`config.mk`:
```
export PLATFORM = sky130hd
export DESIGN_NAME = hex_keypad_encoder
export DESIGN_NICKNAME = d
export VERILOG_FILES = /design/src/rtl/hex_keypad_encoder.sv
export SDC_FILE = /design/constraint.sdc
export NUM_CORES = 1
export LEC_CHECK = 0
export BUFFER_PORTS_ARGS = -buffer_cell sky130_fd_sc_hd__buf_2
export CAP_MARGIN = 20
export CELL_PAD_IN_SITES_DETAIL_PLACEMENT = 1
export CELL_PAD_IN_SITES_GLOBAL_PLACEMENT = 1
export CORE_ASPECT_RATIO = 1.25
export CORE_MARGIN = 3
export CORE_UTILIZATION = 32
export DETAILED_ROUTE_END_ITERATION = 8
export PLACE_DENSITY_LB_ADDON = 0.25
export SYNTH_ARGS = -nofsm -noshare
export SYNTH_HDL_FRONTEND = slang
export SYNTH_SLANG_ARGS = --single-unit
```
`constraint.sdc`:
```
create_clock -name i_clk -period 4.4 [get_ports i_clk]
set_input_delay 0.44 -clock i_clk [delete_from_list [all_inputs] [get_ports i_clk]]
set_output_delay 0.44 -clock i_clk [all_outputs]
set_load 0.02 [all_outputs]
```
`src/rtl/hex_keypad_encoder.sv`:
```
// hex_keypad_encoder: scans a 4x4 active-low hex keypad one column at a time.
// Each press is debounced, encoded to a hex digit, and shifted into a 32-bit
// entry register. Row lines are asynchronous and pass through a 2-flop
// synchronizer before any decision is made.
//
// Handshake: o_key_valid is a one-cycle strobe with no back-pressure. o_key is
// valid on the strobe cycle and holds its value until the next accepted key.
// o_value and o_digit_count already include the new digit on that same cycle.
module hex_keypad_encoder #(
    parameter int SCAN_DIV       = 1000,
    parameter int DEBOUNCE_SCANS = 4
) (
    input  logic        i_clk,
    input  logic        i_rst,
    input  logic [3:0]  i_row,
    input  logic        i_clear,
    output logic [3:0]  o_col,
    output logic [3:0]  o_key,
    output logic        o_key_valid,
    output logic [31:0] o_value,
    output logic [3:0]  o_digit_count
);

    localparam int DIV_W = (SCAN_DIV > 1) ? $clog2(SCAN_DIV) : 1;
    localparam int DB_W  = $clog2(DEBOUNCE_SCANS + 1);

    localparam logic [DIV_W-1:0] DIV_LAST  = DIV_W'(SCAN_DIV - 1);
    localparam logic [DB_W-1:0]  DB_TARGET = DB_W'(DEBOUNCE_SCANS);
    localparam logic [3:0]       MAX_DIGITS = 4'd8;

    typedef enum logic [1:0] {
        ST_SCAN     = 2'd0,
        ST_DEBOUNCE = 2'd1,
        ST_RELEASE  = 2'd2
    } state_t;

    // Row synchronizer.
    logic [3:0]       row_meta_q;
    logic [3:0]       row_sync_q;

    // Dwell timer and scan state.
    logic [DIV_W-1:0] div_q;
    logic [DIV_W-1:0] div_d;
    state_t           state_q;
    logic [3:0]       col_q;
    logic [1:0]       col_idx_q;
    logic [1:0]       key_row_q;
    logic [DB_W-1:0]  stable_q;
    logic [DB_W-1:0]  stable_d;
    logic [DB_W-1:0]  release_q;
    logic [DB_W-1:0]  release_d;

    // Registered outputs.
    logic [3:0]       key_q;
    logic             key_valid_q;
    logic [31:0]      value_q;
    logic [3:0]       count_q;
    logic [3:0]       count_d;

    // Sample classification and decoded key.
    logic             sample;
    logic             row_none;
    logic             row_single;
    logic [1:0]       row_idx;
    logic             accept;
    logic [3:0]       code_d;

    // Keypad legend: row r, column c.
    function automatic logic [3:0] key_code(input logic [1:0] r, input logic [1:0] c);
        logic [3:0] k;
        k = 4'h0;
        case ({r, c})
            4'b00_00: k = 4'h1;
            4'b00_01: k = 4'h2;
            4'b00_10: k = 4'h3;
            4'b00_11: k = 4'hA;
            4'b01_00: k = 4'h4;
            4'b01_01: k = 4'h5;
            4'b01_10: k = 4'h6;
            4'b01_11: k = 4'hB;
            4'b10_00: k = 4'h7;
            4'b10_01: k = 4'h8;
            4'b10_10: k = 4'h9;
            4'b10_11: k = 4'hC;
            4'b11_00: k = 4'hE;
            4'b11_01: k = 4'h0;
            4'b11_10: k = 4'hF;
            4'b11_11: k = 4'hD;
            default:  k = 4'h0;
        endcase
        return k;
    endfunction

    // Bring the asynchronous row lines into the clock domain (idle high).
    always_ff @(posedge i_clk or posedge i_rst) begin
        if (i_rst) begin
            row_meta_q <= 4'hF;
            row_sync_q <= 4'hF;
        end else begin
            row_meta_q <= i_row;
            row_sync_q <= row_meta_q;
        end
    end

    // Classify the synchronized rows and derive sample/accept conditions.
    always_comb begin
        row_none   = 1'b0;
        row_single = 1'b0;
        row_idx    = 2'd0;
        case (row_sync_q)
            4'b1111: row_none = 1'b1;
            4'b1110: begin row_single = 1'b1; row_idx = 2'd0; end
            4'b1101: begin row_single = 1'b1; row_idx = 2'd1; end
            4'b1011: begin row_single = 1'b1; row_idx = 2'd2; end
            4'b0111: begin row_single = 1'b1; row_idx = 2'd3; end
            default: ;
        endcase

        sample    = (div_q == DIV_LAST);
        div_d     = sample ? '0 : div_q + DIV_W'(1);
        stable_d  = stable_q + DB_W'(1);
        release_d = release_q + DB_W'(1);

        // A single-key accept happens straight from SCAN only when one
        // clean sample is enough. Otherwise it is the last DEBOUNCE sample.
        accept = 1'b0;
        if (sample && row_single) begin
            if (state_q == ST_SCAN && DEBOUNCE_SCANS == 1) begin
                accept = 1'b1;
            end else if (state_q == ST_DEBOUNCE && row_idx == key_row_q
                         && stable_d == DB_TARGET) begin
                accept = 1'b1;
            end
        end

        // The column is held from the first sample onwards, so the current
        // row and column identify the key being accepted.
        code_d  = key_code(row_idx, col_idx_q);
        count_d = (count_q >= MAX_DIGITS) ? MAX_DIGITS : count_q + 4'd1;
    end

    // Dwell counter: one sample per SCAN_DIV cycles.
    always_ff @(posedge i_clk or posedge i_rst) begin
        if (i_rst) begin
            div_q <= '0;
        end else begin
            div_q <= div_d;
        end
    end

    // Scan / debounce / release FSM, including column drive.
    always_ff @(posedge i_clk or posedge i_rst) begin
        if (i_rst) begin
            state_q   <= ST_SCAN;
            col_q     <= 4'b1110;
            col_idx_q <= 2'd0;
            key_row_q <= 2'd0;
            stable_q  <= '0;
            release_q <= '0;
        end else if (accept) begin
            state_q   <= ST_RELEASE;
            release_q <= '0;
            stable_q  <= '0;
        end else if (sample) begin
            case (state_q)
                ST_SCAN: begin
                    if (row_single) begin
                        key_row_q <= row_idx;
                        stable_q  <= DB_W'(1);
                        state_q   <= ST_DEBOUNCE;
                    end else begin
                        col_q     <= {col_q[2:0], col_q[3]};
                        col_idx_q <= col_idx_q + 2'd1;
                    end
                end
                ST_DEBOUNCE: begin
                    if (row_single && row_idx == key_row_q) begin
                        stable_q <= stable_d;
                    end else begin
                        stable_q  <= '0;
                        state_q   <= ST_SCAN;
                        col_q     <= {col_q[2:0], col_q[3]};
                        col_idx_q <= col_idx_q + 2'd1;
                    end
                end
                ST_RELEASE: begin
                    if (!row_none) begin
                        release_q <= '0;
                    end else if (release_d == DB_TARGET) begin
                        release_q <= '0;
                        state_q   <= ST_SCAN;
                        col_q     <= {col_q[2:0], col_q[3]};
                        col_idx_q <= col_idx_q + 2'd1;
                    end else begin
                        release_q <= release_d;
                    end
                end
                default: begin
                    state_q <= ST_SCAN;
                end
            endcase
        end
    end

    // Key strobe, entry shift register and digit count; clear beats accept.
    always_ff @(posedge i_clk or posedge i_rst) begin
        if (i_rst) begin
            key_q       <= 4'h0;
            key_valid_q <= 1'b0;
            value_q     <= 32'h0;
            count_q     <= 4'd0;
        end else begin
            key_valid_q <= accept;
            if (accept) begin
                key_q   <= code_d;
                value_q <= {value_q[27:0], code_d};
                count_q <= count_d;
            end
            if (i_clear) begin
                value_q <= 32'h0;
                count_q <= 4'd0;
            end
        end
    end

    assign o_col         = col_q;
    assign o_key         = key_q;
    assign o_key_valid   = key_valid_q;
    assign o_value       = value_q;
    assign o_digit_count = count_q;

    // The strobe is a single-cycle pulse.
    ap_strobe_single: assert property (@(posedge i_clk) disable iff (i_rst)
        key_valid_q |=> !key_valid_q);

    // Exactly one column is driven low.
    ap_col_onehot: assert property (@(posedge i_clk) disable iff (i_rst)
        $onehot(~col_q));

endmodule

```
* Yosys cells after proc, flatten, opt, wreduce, memory -nomap -nowiden *
Memory sizes are Yosys's and may differ from the RTL's.
Index checks and enable logic that the tools add are counted.

word-level totals
  memories kept = 1
  register bits = 75
  ROM bits = 64

memories
  memory            words  width  read ports  clocked after memory_dff  wr ports  line  RTL
  (name not given)  16     4      1           0                         0         72    case ({r, c})

operators by class
  bitwise logic cells = 1
  reduce and logical (&&, ||, !) cells = 16
  muxes and demuxes = 38
  eq/ne operators = 19
  add/sub/neg operators = 5
  magnitude comparators = 1

operator list
  cell                   count
  $mux 32                2
  $mux 4                 7
  $mux 3                 9
  $mux 2                 10
  $pmux 2 s3             3
  $eq 4x4->1 const B     4
  $ne 3x3->1 const B     4
  $pmux 4 s3             1
  $add 10x1->10 const B  1
  $eq 10x10->1 const B   1
  $mux 10                1
  $ne 2x2->1 const B     4
  $reduce_and 7->1       1
  $add 3x1->3 const B    2
  $eq 3x3->1 const B     2
  $pmux 3 s2             1
  $reduce_bool 2->1      3
  $reduce_bool 3->1      2
  $reduce_and 5->1       1
  $add 4x1->4 const B    1
  $eq 4x3->1 const B     1
  $ge 4x4->1 const B     1
  $logic_and 1x1->1      4
  $mux 1                 4
  other kinds (10)       10

* Longest topological paths before layout *
Gate-level depths: netlist (run 1).

  depth after elaboration = 9
  depth in mapped cells = 9
  gate-level depth less buffers = 8

* Worst setup path after synthesis (run 1) *
OpenSTA, ideal clock, no wires.

  path type = flip-flop to flip-flop
  start = register row_sync_q[3]
  end = register col_idx_q[1]
  setup time = 0.125 ns
  slack = 2.339 ns
  period minus slack after synthesis = 2.061 ns
  stages on the path, launching flop included = 7
  arrival = 1.936 ns
  cell sequence = dfstp_2 -> buf_4 -> nand2_1 -> o211a_1 -> mux2_2 -> o211ai_2 -> mux2_2

on the way
  cells in the longest elaborated chain, start to end = 9
  elaborated cells on any way between the ends = 21
  those cells by class = 9 x eq/ne; 5 x mux; 1 x bitwise; 6 x reduce/logical

RTL lines
  what                                      line      RTL
  from (decl)                               39        logic [3:0] row_sync_q;
  from (signal assigned)                    101       row_sync_q <= row_meta_q;
  $eq 4x3->1 or $eq 4x4->1 (tied branches)  110       case (row_sync_q)
  $pmux 2 s3                                110
  $eq 2x2->1                                130, 177
  $logic_and 1x1->1                         130       end else if (state_q == ST_DEBOUNCE && row_idx == key_row_q
  $logic_and 1x1->1                         131       && stable_d == DB_TARGET) begin
  $mux 1                                    130
  $mux 1                                    127       if (sample && row_single) begin
  $not 1->1 (no line)                       --
  $reduce_and 7->1 (no line) (*)            --
  to (signal assigned)                      173       col_idx_q <= col_idx_q + 2'd1;
  to (signal assigned)                      183       col_idx_q <= col_idx_q + 2'd1;
  to (signal assigned)                      193       col_idx_q <= col_idx_q + 2'd1;
  to (decl)                                 46        logic [1:0] col_idx_q;

Every way passes the cells marked *; elsewhere a longest branch is shown, timed or not.
A chain may end at the register's enable or synchronous reset.

* Worst setup path after layout (run 1) *
  start = register row_sync_q[0]
  end = register release_q[2]

on the way
  cells in the longest elaborated chain, start to end = 9
  elaborated cells on any way between the ends = 22
  those cells by class = 6 x eq/ne; 9 x mux; 7 x reduce/logical

RTL lines
  what                                      line  RTL
  $eq 4x3->1 or $eq 4x4->1 (tied branches)  110
  $pmux 2 s3                                110
  $eq 2x2->1                                130
  $logic_and 1x1->1                         130
  $logic_and 1x1->1                         131
  $mux 1                                    130
  $mux 1                                    127
  $reduce_bool 2->1 (no line)               --
  $reduce_and 2->1 (no line)                --
  to (signal assigned)                      195   release_q <= release_d;
  to (decl)                                 50    logic [DB_W-1:0] release_q;

Parallel ways exist; a longest one is shown, timed or not. The select of a mux whose other input is x is not followed.

==> results.ini, run 1 <==
[worst_setup_path]
reg2reg_from=row_sync_q[0]$_DFF_PP1_
reg2reg_depth=6
cp.arrival_ps=2810
path_class=register to register
cp-end-kind=register
startpoint_type=register
path_max_fanout=22
cp.required_ps=4600
r2r_slack_ps=1790
r2r-end=release_q[2]$_DFFE_PP0P_

[sta]
final_hold_viol_count=0
fmax_ghz=0.3836
whs_ps=143.7
fin_crit_sh_pct=59.25
rsz0062_at_grt=no
slew_headroom_pct=54.23
setup_viol=0
tns_ps=0
skew_ps=6.020
slew_viol_final=0
post-route-min-period_ps=2607
setup_ws_ps=1793
max_slew.worst_pin.slew_ps=686.5

[pwr]
power.density_nw_per_um2=360.1
ir_drop_mv=0.3298
leakage_nw=2.171

[cts]
ctsResizeCount=0
cts_setup_buffers=0
clk_latency_ps=320
numCtsBuffers=9
cts_tree=done
cts.path.max_buffers=2
cts_max_level=3
root_buffer=clkbuf_16
cts_hold_buf=0
clk_pin_slew_ps=60
cts.sinks=75

[place]
placed_cell_area_um2=3850
gp_congestion=0.7563
dpl.hpwl_um=5368
pre_cts_ws_ps=1786
port_buffers=51

[floorplanning]
die-area_um2=12260
die_x_um=99.62
core_um2=10670
start_util_pct=32.86
io-pin-count=52
die_y_um=123.0
row_count=42

[synthesis]
yosysWarnings=0
synth.distinct_cells=55
yosys.area.top_type=dfrtp_1
synthFlopType=dfrtp_1
yosysSeqAreaShare_pct=53.93
synth_nets=333
syn-instance-count=315
async_reset_ff_share_pct=100.0
synth-seq-cells=75
synth_edf_count=0
avgSynthCellArea_um2=11.13
synth_most_common_cell=dfrtp_1
synthesis.area_um2=3506
synthTopCellsByCount=dfrtp_1, nor2_1, mux2i_1
synth_top_area_share_pct=45.68
synthTopCellsByArea=dfrtp_1, mux2i_1, dfstp_2, nor2_1, ha_1

[routing]
ant_nets=0
firstDrtPassIters=4
dr.first_iter.drc_count=76
viasPerCell=5.016
vias=2513
post-route-drc-count=0
avgRoutedWirePerCell_um=15.13
routed_wl_um=7579

[global_route]
grt_pass1_wl_um=12790
grt_max_degree=49
grt_usage_pct=13.20
overflow=0
grt_pass1_vias=2616
antenna_found_initial=0

[status]
status=finished clean

[cells_and_area]
drive_gt1_share_pct=26.02
n_antenna_cell=0
area_growth_pct=19.16
final_area_um2=4178
final_util_pct=39.16
layout.nets=383

[job]
max_cap_violations=0

[worst_hold_path]
hold_class=primary input to async pin

kinds of logic after synthesis:
family                     after synthesis  synth area share [%]
and+or+nand+nor                        109                 15.60
buffers and inverters                   26                 3.997
xor gates and xnor gates                12                 2.998
adders and majority gates               11                 3.926
muxes                                   39                 11.46
AOI/OAI and AO/OA                       43                 8.101
DFF                                     75                 53.93
metrics by stage:
step	std cells	total power, mW
global route	501	1.569
CTS	500	1.530
detailed placement	485	0.7566
global placement	485	0.7557
floorplan	315	0.7449
finish	501	1.505
per-layer routing:
| metal | global-route usage [%] | part of all wire, % | wire length (um) | vias to the layer above |
|---|---|---|---|---|
| li1 | - | - | - | 1184 |
| met1 | 16.17 | 43 | 3284 | 1283 |
| met2 | 22.31 | 51 | 3876 | 36 |
| met3 | 3.837 | 4.0 | 303 | 10 |
| met4 | 4.441 | 1.5 | 114 | 0 |
| met5 | 0 | 0 | 0 | - |
registers in the layout, indices dropped and copies added (netlist names), 3 cells and up:
name,count
row_sync_q,4
o_value,32
o_col,4
o_digit_count,4
o_key,4
release_q,3
stable_q,3
row_meta_q,4
div_q,10
layout by cell type (no fill, tap or decap), types with 3 or more instances in the layout:
| master | n |
|---|---|
| and3_1 | 6 |
| nand3_1 | 8 |
| nand3b_1 | 3 |
| and2_1 | 3 |
| buf_2 | 51 |
| inv_1 | 8 |
| mux2_2 | 7 |
| o21ai_0 | 14 |
| xor2_1 | 7 |
| clkbuf_16 | 9 |
| dfrtp_1 | 64 |
| o31ai_1 | 4 |
| inv_2 | 3 |
| nand2_1 | 26 |
| xnor2_1 | 5 |
| a21oi_1 | 7 |
| nor2_1 | 44 |
| ha_1 | 11 |
| mux2i_1 | 30 |
| dfstp_2 | 11 |
| o211ai_1 | 3 |
layout make-up:
cell class                      instances  area (um2)
Timing Repair Buffer                   54       290.3
Clock inverter                          5       78.83
Clock buffer                           10       229.0
Multi-Input combinational cell        214        1483
Inverter                               11       41.29
Tap cell                              132       165.2
Sequential cell                        75        1891
Fill cell                            1212        6490
report_power, final:
group          total [mW]  switching (mW)  internal, mW
sequential          0.703         0.00570         0.697
combinational      0.0426          0.0308        0.0118
clock               0.759           0.267         0.492
worst max-delay path, cell delays in order (launching register included):
cell	delay, ps
dfstp_2	630
or4b_4	480
o22ai_2	270
o21ai_4	100
inv_2	400
o21ai_1	250
mux2_1	360
how the worst max path moves through the flow:
| stage | slack [ps] | from | endpoint | cells past startpoint |
|---|---|---|---|---|
| 3_3_place_gp | 1860 | row_sync_q[0]$_DFF_PP1_ | release_q[2]$_DFFE_PP0P_ | 6 |
| 6_report | 1790 | row_sync_q[0]$_DFF_PP1_ | release_q[2]$_DFFE_PP0P_ | 6 |
| 2_1_floorplan | 2070 | i_rst | col_idx_q[0]$_DFFE_PP0P_ | 1 |
| 4_1_cts | 1780 | row_sync_q[0]$_DFF_PP1_ | release_q[2]$_DFFE_PP0P_ | 6 |
| 5_1_grt | 1620 | row_sync_q[3]$_DFF_PP1_ | release_q[2]$_DFFE_PP0P_ | 7 |
| 3_5_place_dp | 1790 | row_sync_q[0]$_DFF_PP1_ | release_q[2]$_DFFE_PP0P_ | 6 |
Power figures use the tool's default switching activity.
==> run 2, diff against run 1 <==
Clock period 4.4 ns to 2.5 ns, I/O delays scaled along.
==> run 2 against run 1 <==
Effect of this change:
- highest routed layer unchanged
- non-clock buffer count up 9
- largest power group unchanged
- maximum frequency up 15%
- clock skew up 0.86 ps
- sequential power increased by 76%
- combinational power increased by 81%
- clock power rose by 79%
- critical path depth up 1
- global-route usage grew 0.35 points
- sequential share of layout area is 0.82 points lower
==> results.ini, run 2 (synthesis gave the netlist of run 1 again) <==
[sta]
skew_ps=6.882  ; +0.8618 ps
fin_crit_sh_pct=90.81  ; +32 points
whs_ps=1.811  ; -141.8 ps
final_hold_viol_count=0  ; unchanged
tns_ps=0  ; unchanged
slew_headroom_pct=62.97  ; +8.7 points
max_slew.worst_pin.slew_ps=550.4  ; -136.1 ps
setup_viol=0  ; unchanged
slew_viol_final=0  ; unchanged
fmax_ghz=0.4405  ; +15%
rsz0062_at_grt=no
post-route-min-period_ps=2270  ; -336.6 ps

[cts]
cts.sinks=75  ; unchanged
root_buffer=clkbuf_16
clk_latency_ps=330  ; about the same
cts_hold_buf=2  ; +2
ctsResizeCount=0  ; unchanged
numCtsBuffers=9  ; unchanged
cts.path.max_buffers=2  ; unchanged
cts_tree=done
cts_setup_buffers=0  ; unchanged
clk_pin_slew_ps=60  ; about the same
cts_max_level=3  ; unchanged

[worst_setup_path]
critPathSlowestCell=dfstp_2
path_max_fanout=24  ; +9.1%
worst_path_largest_cell_delay_ps=620  ; about the same
r2r_slack_ps=230  ; -1560 ps
cp_top_family=flip-flops
path_class=register to register
reg2reg_depth=7  ; +1
cp-end-kind=register
crit_chain=and2b_2 > a21oi_1 > o22ai_2 > o21ai_4 > buf_4 > mux2i_1 > nor2_1
cp.required_ps=2700  ; -1900 ps
reg2reg_from=row_sync_q[3]$_DFF_PP1_
cp.arrival_ps=2470  ; -340 ps
startpoint_type=register
r2r-end=o_value[5]$_DFFE_PP0P_
cp-startpoint=row_sync_q[3]$_DFF_PP1_
crit_buf_inv=1  ; unchanged

[routing]
viasPerCell=4.883  ; -2.7%
routed_wl_um=7700  ; +1.6%
avgRoutedWirePerCell_um=15.07  ; -0.39%
dr.first_iter.drc_count=77  ; +1.3%
ant_nets=0  ; unchanged
post-route-drc-count=0  ; unchanged
vias=2495  ; -0.72%
firstDrtPassIters=3  ; -1

[pwr]
ir_drop_mv=0.3556  ; +7.8%
power.density_nw_per_um2=629.2  ; +75%
leakage_nw=2.213  ; +1.9%

[global_route]
grt_pass1_wl_um=12970  ; +1.4%
grt_pass1_vias=2583  ; -1.3%
antenna_found_initial=0  ; unchanged
grt_max_degree=76  ; +55%
grt_usage_pct=13.55  ; +0.35 points
overflow=0  ; unchanged

[cells_and_area]
layout.nets=392  ; +2.3%
largest_reg_flops=32  ; unchanged
area_growth_pct=21.38
final_util_pct=39.89  ; +0.73 points
final_common_cell=dfrtp_1
nFillCells=1179  ; -2.7%
n_antenna_cell=0  ; unchanged
final_area_um2=4255  ; +1.9%
layout_common_cells=dfrtp_1, buf_2, nor2_1
instances_no_fill=511  ; +2.0%
drive_gt1_share_pct=26.65  ; +0.63 points

[floorplanning]
core_um2=10670  ; unchanged
row_count=42  ; unchanged
start_util_pct=32.86  ; unchanged
die_y_um=123.0  ; unchanged
io-pin-count=52  ; unchanged
die_x_um=99.62  ; unchanged
die-area_um2=12260  ; unchanged

[place]
gp_congestion=0.7224  ; -4.5%
dpl.hpwl_um=5242  ; -2.4%
dp.cells=492  ; +1.4%
placed_cell_area_um2=3915  ; +1.7%
port_buffers=51  ; unchanged

[worst_hold_path]
hold_class=primary input to async pin

[job]
max_cap_violations=0  ; unchanged

[status]
status=finished clean

run 2: cell count changes in the layout (fill, tap and decap cells not counted), sizes merged:
cell | before | now
buf | 54 | 60
dlygate4sd3 | 0 | 3
clkbuf | 10 | 12
clkinv | 3 | 1
inv | 11 | 12
run 2: where the power goes:
| group | internal (mW) | switching (mW) | leakage, nW |
|---|---|---|---|
| registers | 1.23 | 0.00967 | 0.995 |
| clock network | 0.877 | 0.487 | 0.151 |
| logic | 0.0241 | 0.0532 | 1.07 |
run 2: worst max path at each step:
stage,endpoint,cells past startpoint
3_3_place_gp,o_digit_count[2]$_DFFE_PP0P_,5
2_1_floorplan,col_idx_q[0]$_DFFE_PP0P_,1
4_1_cts,o_value[5]$_DFFE_PP0P_,7
5_1_grt,o_value[2]$_DFFE_PP0P_,8
3_5_place_dp,release_q[2]$_DFFE_PP0P_,7
6_report,o_value[5]$_DFFE_PP0P_,7
run 2: metrics by stage:
step	total power, mW	setup slack (ps)
final	2.677	229.8
after global routing	2.788	73.09
after CTS	2.720	209.6
after detailed placement	1.335	250.5
after global placement	1.333	283.4
after floorplan	1.311	358.2
run 2: final cells by class:
class	instances	area, um2	share of cell area, %
Clock buffer	12	236.5	5.557
Clock inverter	4	73.82	1.735
Inverter	11	41.29	0.9703
Multi-Input combinational cell	214	1483	34.84
Sequential cell	75	1891	44.43
Tap cell	132	165.2	3.881
Timing Repair Buffer	63	365.4	8.586
run 2: per-layer routing:
| layer | track usage, % | wire length (um) |
|---|---|---|
| met1 | 16.29 | 3466 |
| met2 | 22.39 | 3862 |
| met3 | 4.402 | 279 |
| met4 | 5.636 | 92 |
| met5 | 0 | 0 |
run 2: worst min-delay path, stage by stage:
cell and delay, ps:
buf_2 100, inv_2 60, buf_12 340
==> run 3, diff against run 2 <==
Settings changed: CORE_UTILIZATION 32 to 45.
==> run 3 against run 2 <==
Effect of this change:
- via count increased by 0.72%
- hold slack about the same
- die area shrank 27%
- register-to-register slack worse by 99 ps
- clock-buffer cell count is 2 higher
- core utilization increased by 15 points
- cell area down 3.5%
- critical path depth unchanged
- largest cell class unchanged
- critical endpoint is now release_q[2]$_DFFE_PP0P_
- sequential power is essentially flat
- non-clock buffer count decreased by 1
- first-iteration DRC count grew 3.9%
- clock power down 28%
==> results.ini, run 3 (synthesis gave the netlist of run 1 again) <==
[status]
status=finished clean

[routing]
post-route-drc-count=0  ; unchanged
ant_nets=0  ; unchanged
viasPerCell=5.347  ; +9.5%
dr.first_iter.drc_count=80  ; +3.9%
avgRoutedWirePerCell_um=15.86  ; +5.2%
firstDrtPassIters=4  ; +1
routed_wl_um=7452  ; -3.2%
vias=2513  ; +0.72%

[place]
dpl.hpwl_um=5345  ; +2.0%
placed_cell_area_um2=3842  ; -1.9%
gp_congestion=0.7874  ; +9.0%
port_buffers=51  ; unchanged

[sta]
final_hold_viol_count=0  ; unchanged
slew_viol_final=0  ; unchanged
fin_crit_sh_pct=94.76  ; +4.0 points
max_slew.worst_pin.slew_ps=667.1  ; +116.7 ps
rsz0062_at_grt=no
post-route-min-period_ps=2369  ; +98.85 ps
skew_ps=10.42  ; +3.536 ps
setup_viol=0  ; unchanged
tns_ps=0  ; unchanged
slew_headroom_pct=55.46  ; -7.5 points
fmax_ghz=0.4221  ; -4.2%

[cells_and_area]
nFillCells=828  ; -30%
layout_common_cells=dfrtp_1, buf_2, nor2_1
n_antenna_cell=0  ; unchanged
area_growth_pct=17.10
layout.nets=391  ; -0.26%
largest_reg_flops=32  ; unchanged
final_area_um2=4105  ; -3.5%
final_common_cell=dfrtp_1
final_util_pct=54.82  ; +15 points
drive_gt1_share_pct=26.46  ; -0.19 points

[global_route]
grt_usage_pct=17.82  ; +4.3 points
grt_pass1_wl_um=12700  ; -2.1%
grt_max_degree=46  ; -39%
grt_pass1_vias=2641  ; +2.2%
antenna_found_initial=0  ; unchanged
overflow=0  ; unchanged

[cts]
cts_max_level=3  ; unchanged
clk_latency_ps=340  ; about the same
cts.path.max_buffers=2  ; unchanged
clk_pin_slew_ps=70  ; about the same
numCtsBuffers=9  ; unchanged
root_buffer=clkbuf_8
cts.sinks=75  ; unchanged
cts_tree=done
cts_setup_buffers=0  ; unchanged

[worst_setup_path]
startpoint_type=register
cp.required_ps=2720  ; +20 ps
path_max_fanout=12  ; -50%
r2r-end=release_q[2]$_DFFE_PP0P_
cp-end-kind=register
cp.arrival_ps=2590  ; +120 ps
reg2reg_depth=7  ; unchanged
reg2reg_from=row_sync_q[1]$_DFF_PP1_
r2r_slack_ps=130  ; -100 ps
path_class=register to register

[floorplanning]
die-area_um2=8892  ; -27%
die_y_um=104.7  ; -15%
core_um2=7488  ; -30%
row_count=35  ; -17%
start_util_pct=46.82  ; +14 points
die_x_um=84.95  ; -15%
io-pin-count=52  ; unchanged

[job]
max_cap_violations=0  ; unchanged

[pwr]
leakage_nw=2.163  ; -2.2%
ir_drop_mv=0.4118  ; +16%
power.density_nw_per_um2=558.2  ; -11%

[worst_hold_path]
hold_class=primary input to async pin

## run 3: repair_timing
item,CTS,global route
setup endpoints to repair,0,1
endpoints found under the hold margin,4,0
hold buffers,4,0
gates resized for setup,0,1
## run 3: worst max-delay path by stage
stage	from	endpoint	slack, ps
after floorplan	i_rst	col_idx_q[0]$_DFFE_PP0P_	360
after global placement	row_sync_q[0]$_DFF_PP1_	o_value[18]$_DFFE_PP0P_	210
after detailed placement	row_sync_q[0]$_DFF_PP1_	o_value[21]$_DFFE_PP0P_	140
after CTS	row_sync_q[0]$_DFF_PP1_	o_value[21]$_DFFE_PP0P_	130
after global routing	row_sync_q[1]$_DFF_PP1_	release_q[2]$_DFFE_PP0P_	20
final	row_sync_q[1]$_DFF_PP1_	release_q[2]$_DFFE_PP0P_	130
## run 3: metrics by stage
| step | power, mW | worst slack, ps | hold WS, ps | instances |
|---|---|---|---|---|
| CTS | 2.330 | 127.2 | 15.54 | 470 |
| detailed placement | 1.335 | 136.0 | 353.4 | 450 |
| global placement | 1.331 | 207.1 | 346.2 | 450 |
| global route | 2.392 | 15.21 | 32.45 | 470 |
| floorplan | 1.311 | 358.2 | 254.5 | 315 |
| finish | 2.291 | 130.9 | 1.591 | 470 |
## run 3: where the power goes
group / leakage (nW) / internal (mW) / switching [mW]
Sequential: 0.995 / 1.22 / 0.0108
Combinational: 1.06 / 0.0239 / 0.0534
Clock: 0.108 / 0.542 / 0.437
Total: 2.16 / 1.79 / 0.501
## run 3: area by class of cell
class	instances	area, um2	area share, %
sequential	75	1891	46.05
multi-input combinational	214	1475	35.93
timing repair buffer	62	364.1	8.869
clock buffer	14	206.4	5.029
tap	92	115.1	2.804
inverter	11	41.29	1.006
clock inverter	2	12.51	0.3048
## run 3: critical path: stages, from the launching register on
cell and delay, ps:
dfstp_2 660, o21ai_0 130, nor3b_1 280, nor3_1 100, o21ai_2 240, inv_2 140
o21ai_1 330, mux2_1 370
## run 3: routing by layer
metal | part of all wire (%) | routed length (um) | GRT usage (%)
met3 | 3.4 | 254 | 4.022
met1 | 42 | 3167 | 21.15
met2 | 53 | 3937 | 31.22
met5 | 0 | 0 | 0
met4 | 1.2 | 92 | 6.335
